<file path="src/rtl/clock_divider_prog.sv">
// Runtime-programmable integer clock divider with tick strobe.
// Optional fractional division when CLKDIV_FRAC_EN is defined.
module clock_divider_prog #(
    parameter int CNT_W       = 16,
    parameter int DEFAULT_DIV = 4,
    parameter int FRAC_W      = 8
) (
    input  logic             clk_in,
    input  logic             rst,
    input  logic             en,
    input  logic [CNT_W-1:0] div_val,
    input  logic             div_load,
`ifdef CLKDIV_FRAC_EN
    input  logic [FRAC_W-1:0] div_frac,
`endif
    output logic             clk_out,
    output logic             tick,
    output logic             busy,
    output logic             div_pending,
    output logic [CNT_W-1:0] div_active
);

    typedef enum logic [1:0] {IDLE, HIGH, LOW} state_t;

    state_t           state_q, state_d;
    logic [CNT_W-1:0] cnt_q, cnt_d;
    logic [CNT_W-1:0] pend_q;
    logic             pend_v_q;
    logic [CNT_W-1:0] act_q;
    logic             clk_q, tick_q;
    logic             boundary;
    logic [CNT_W-1:0] n_new, half_new, low_len, load_n;
    logic             xtra, xtra_d;

`ifdef CLKDIV_FRAC_EN
    logic [FRAC_W-1:0] fpend_q, fact_q, acc_q, f_new, acc_d;
    logic              xtra_q;
    logic [FRAC_W:0]   acc_sum;

    assign f_new   = pend_v_q ? fpend_q : fact_q;
    assign acc_sum = {1'b0, acc_q} + {1'b0, f_new};
    assign acc_d   = acc_sum[FRAC_W-1:0];
    assign xtra_d  = acc_sum[FRAC_W];
    assign xtra    = xtra_q;
`else
    assign xtra_d  = 1'b0;
    assign xtra    = 1'b0;
`endif

    assign n_new    = pend_v_q ? pend_q : act_q;
    assign half_new = n_new >> 1;
    assign low_len  = act_q - (act_q >> 1) + CNT_W'(xtra);
    assign load_n   = (div_val < CNT_W'(2)) ? CNT_W'(2) : div_val;

    // Next-state, phase counter and boundary detection
    always_comb begin
        state_d  = state_q;
        cnt_d    = cnt_q;
        boundary = 1'b0;
        unique case (state_q)
            IDLE: begin
                if (en) begin
                    state_d  = HIGH;
                    cnt_d    = half_new - CNT_W'(1);
                    boundary = 1'b1;
                end
            end
            HIGH: begin
                if (cnt_q == '0) begin
                    state_d = LOW;
                    cnt_d   = low_len - CNT_W'(1);
                end else begin
                    cnt_d = cnt_q - CNT_W'(1);
                end
            end
            LOW: begin
                if (cnt_q == '0) begin
                    if (en) begin
                        state_d  = HIGH;
                        cnt_d    = half_new - CNT_W'(1);
                        boundary = 1'b1;
                    end else begin
                        state_d = IDLE;
                        cnt_d   = '0;
                    end
                end else begin
                    cnt_d = cnt_q - CNT_W'(1);
                end
            end
            default: begin
                state_d = IDLE;
                cnt_d   = '0;
            end
        endcase
    end

    // State register and registered outputs
    always_ff @(posedge clk_in or posedge rst) begin
        if (rst) begin
            state_q <= IDLE;
            cnt_q   <= '0;
            clk_q   <= 1'b0;
            tick_q  <= 1'b0;
        end else begin
            state_q <= state_d;
            cnt_q   <= cnt_d;
            clk_q   <= (state_d == HIGH);
            tick_q  <= boundary;
        end
    end

    // Divisor capture; pending value is applied at the next boundary
    always_ff @(posedge clk_in or posedge rst) begin
        if (rst) begin
            pend_q   <= '0;
            pend_v_q <= 1'b0;
            act_q    <= CNT_W'(DEFAULT_DIV);
        end else begin
            if (boundary && pend_v_q)
                act_q <= pend_q;
            if (div_load) begin
                pend_q   <= load_n;
                pend_v_q <= 1'b1;
            end else if (boundary) begin
                pend_v_q <= 1'b0;
            end
        end
    end

`ifdef CLKDIV_FRAC_EN
    // Fractional accumulator; a carry stretches that period's LOW by one
    always_ff @(posedge clk_in or posedge rst) begin
        if (rst) begin
            fpend_q <= '0;
            fact_q  <= '0;
            acc_q   <= '0;
            xtra_q  <= 1'b0;
        end else begin
            if (div_load)
                fpend_q <= div_frac;
            if (boundary) begin
                fact_q <= f_new;
                acc_q  <= acc_d;
                xtra_q <= xtra_d;
            end
        end
    end
`else
    logic unused_frac;
    assign unused_frac = xtra_d;
`endif

    assign clk_out     = clk_q;
    assign tick        = tick_q;
    assign busy        = (state_q != IDLE);
    assign div_pending = pend_v_q;
    assign div_active  = act_q;

endmodule

</file>
<file path="config.mk">
export PLATFORM = sky130hd
export DESIGN_NAME = clock_divider_prog
export DESIGN_NICKNAME = d
export VERILOG_FILES = /design/src/rtl/clock_divider_prog.sv
export SDC_FILE = /design/constraint.sdc
export NUM_CORES = 1
export LEC_CHECK = 0
export ABC_AREA = 0
export CAP_MARGIN = 30
export CORE_MARGIN = 10
export CORE_UTILIZATION = 50
export CTS_CLUSTER_SIZE = 24
export DETAILED_ROUTE_END_ITERATION = 10
export PLACE_DENSITY_LB_ADDON = 0.3
export SETUP_SLACK_MARGIN = 0.2
export SYNTH_ARGS = -nofsm -noshare
export SYNTH_HDL_FRONTEND = slang
export SYNTH_SLANG_ARGS = --single-unit
</file>
<file path="constraint.sdc">
create_clock -name clk_in -period 2.4 [get_ports clk_in]
set_input_delay 0.48 -clock clk_in [delete_from_list [all_inputs] [get_ports clk_in]]
set_output_delay 0.48 -clock clk_in [all_outputs]
set_load 0.05 [all_outputs]
</file>
==> results.sh <==
export IMPL_final_hold_violation_count=0
export IMPL_drive_gt1_share_pct=35.6
export IMPL_hpwl_um=9200
export IMPL_finalSetupViolCount=2
export IMPL_finalPower_mw=7.50
export IMPL_syn_to_final_growth_pct=39.2
export IMPL_cts_buffers=5
export IMPL_fin_crit_ns=2.42
export IMPL_comb_power_share_pct=70.0
export IMPL_grt_pass1_vias=3788
export IMPL_post_drt_via_cell_ratio=6.20
export IMPL_cts_tree="yes"
export IMPL_synth_top_area_cell="dfrtp_1"
export IMPL_p_sw_share_pct=50.1
export IMPL_synth_cells=473
export IMPL_synth_enable_flop_cells=0
export IMPL_cap_violations=0
export IMPL_stdcell_area_um2=5650
export IMPL_drv_slew=0
export IMPL_cts_num_sinks=53
export IMPL_seqPwrFrac_pct=22.9
export IMPL_final_util_pct=72.4
export IMPL_gp_congestion=0.944
export IMPL_synthArstFlopShare_pct=100
export IMPL_yosys_area_top_type_share_pct=32.0
export IMPL_grt_ovfl_total=0
export IMPL_arrival_ns=2.63
export IMPL_clock_tree_root_cell="clkbuf_8"
export IMPL_synth_seq_area_share_pct=32.7
export IMPL_cts_hold_buf=0
export IMPL_htreeDepth=2
export IMPL_endpoint_kind="register"
export IMPL_clk_latency_ns=0.31
export IMPL_status="finished, violations left"
export IMPL_cts_buffer_depth=2
export IMPL_core_area_um2=7810
export IMPL_dr_pass1_iters=5
export IMPL_place_area_um2=4970
export IMPL_tightest_slew_ns=0.718
export IMPL_ys_types=66
export IMPL_ios=40
export IMPL_setup_tns_ns=-0.0350
export IMPL_clk_pin_slew_ns=0.11
export IMPL_yosysWarnings=0
export IMPL_leakage_nw=2.47
export IMPL_wl_per_cell_um=19.5
export IMPL_synth_ff_type="dfrtp_1"
export IMPL_syn_nets=511
export IMPL_wl_um=13200
export IMPL_grt_util_all_layers_pct=19.6
export IMPL_grt_pass1_wl_um=19300
export IMPL_die_h_um=110
export IMPL_p_clk_share_pct=7.1
export IMPL_switchingPower_mw=3.76
export IMPL_rsz0062_at_grt="yes"
export IMPL_yosys_top_cells_area="dfrtp_1, ha_1, o21ai_0"
export IMPL_p_int_mw=3.74
export IMPL_grt_max_degree=35
export IMPL_avgSynthCellArea_um2=8.59
export IMPL_fmaxAchievable_mhz=413
export IMPL_n_fill_cell=566
export IMPL_post_route_period_util_pct=101
export IMPL_drt_drc_violations_left=0
export IMPL_violations="negative setup slack"
export IMPL_pre_cts_ws_ns=-0.0179
export IMPL_r2r_slack_ns=-0.02
export IMPL_vias=4202
export IMPL_irDropWorstVdd_v=0.000681
export IMPL_synth_ff_latch_count=53
export IMPL_rows=32
export IMPL_path_max_fanout=6
export IMPL_die_w_um=110
export IMPL_power_density_nw_per_um2=1330
export IMPL_drtIter0Drc=418
export IMPL_diodes=0
export IMPL_maxSlewHeadroom_pct=52.0
export IMPL_synthesis_area_um2=4060
export IMPL_die_area_um2=12100
export IMPL_antenna_found_initial=0
export IMPL_setup_slack_ns=-0.0222
export IMPL_hp_class="in2async"
export IMPL_critPathKind="reg2reg"
export IMPL_startpoint_type="register"
export IMPL_fin_nets=613
export IMPL_cp_data_required_time_ns=2.60
export IMPL_fin_skew_ns=0.00723
export IMPL_start_util_pct=52.0
export IMPL_rr_worst_depth=9
export IMPL_io_buffer_count=39
export IMPL_ant_nets=0
metrics by stage:
step / hold slack (ns) / std cells
detailed placement: 0.499 / 647
finish: 0.503 / 678
global placement: 0.500 / 647
floorplan: 0.467 / 473
CTS: 0.518 / 663
global route: 0.546 / 678
what timing repair did:
item                       4_1_cts  5_1_grt
pin swaps                        9       31
setup endpoints to repair       29       32
gates resized for setup         17      100
gates cloned                     0        0
setup buffers                    8       15
sequential cells by signal, indices dropped and copies added, names as in the netlist:
name	count
clk_out	1
cnt_q	16
div_active	16
div_pending	1
pend_q	16
state_q	2
tick	1
cell usage after synthesis, drive strengths merged, types with 13 or more instances:
cell type / count
dfrtp: 52
nand2: 43
nor2: 40
o21ai: 38
a21oi: 29
inv: 25
nor3: 22
xnor2: 20
ha: 17
mux2i: 17
mux2: 14
xor2: 14
clkbuf: 13
layout make-up:
type / count / area [um2] / share of cell area [%]
Timing Repair Buffer: 117 / 1030 / 18.2
Tap cell: 102 / 128 / 2.26
Clock inverter: 2 / 13.8 / 0.243
Sequential cell: 53 / 1350 / 23.9
Multi-Input combinational cell: 373 / 2970 / 52.4
Clock buffer: 6 / 72.6 / 1.28
Inverter: 25 / 96.3 / 1.70
worst max-delay path, cell delays in order (launching register included):
cell and delay [ns]:
dfrtp_2 0.47, inv_1 0.11, ha_1 0.34, o21a_1 0.24, o21a_1 0.22, a41o_1 0.28, xnor2_1 0.15, a21oi_1 0.08
o21ba_2 0.19, a221o_1 0.25
final timing paths:
kind                                       to          start
worst max-delay path                cnt_q[10]  div_active[6]
worst min-delay path                 cnt_q[2]            rst
worst max register to register      cnt_q[10]  div_active[6]
worst min register to register  div_active[9]      pend_q[9]
max in group asynchronous       div_active[2]            rst
min in group clk_in             div_active[9]      pend_q[9]
layout by cell type, fill, tap and decap left out, types with 6 or more instances in the layout:
master and count:
a21o_1 9, a21oi_1 26, buf_4 70, buf_6 6
clkdlybuf4s50_1 35, dfrtp_1 38, dfrtp_2 14, ha_1 12
inv_1 20, mux2_2 13, mux2i_1 16, nand2_1 30
nand2_4 7, nand2b_1 6, nor2_1 34, nor3_1 14
nor3_2 7, nor4_1 6, o21ai_0 13, o21ai_1 13
o21ai_2 11, o22ai_1 7, xnor2_1 20, xor2_1 14
power by group through the flow:
stage	sequential, mW	clock (mW)	combinational (mW)
6_report	1.72	0.533	5.25
5_1_grt	1.77	0.568	5.57
4_1_cts	1.67	0.531	4.52
3_5_place_dp	1.67	0	4.31
3_3_place_gp	1.66	0	4.22
2_1_floorplan	2.08	0	2.59
kinds of logic after synthesis:
logic type | after synthesis | synth area share [%]
DFF | 53 | 32.7
xor gates and xnor gates | 34 | 7.33
buffers and inverters | 47 | 4.77
AOI/OAI and AO/OA | 133 | 21.5
and+or+nand+nor | 157 | 20.0
muxes | 31 | 8.07
adders and majority gates | 18 | 5.73
layer usage:
metal | global-route usage (%) | part of all wire [%]
met5 | 0 | 0
met4 | 3.85 | 1.9
met3 | 3.54 | 7.4
met2 | 32.6 | 49
met1 | 26.3 | 42
(Power assumes the default switching activity.)
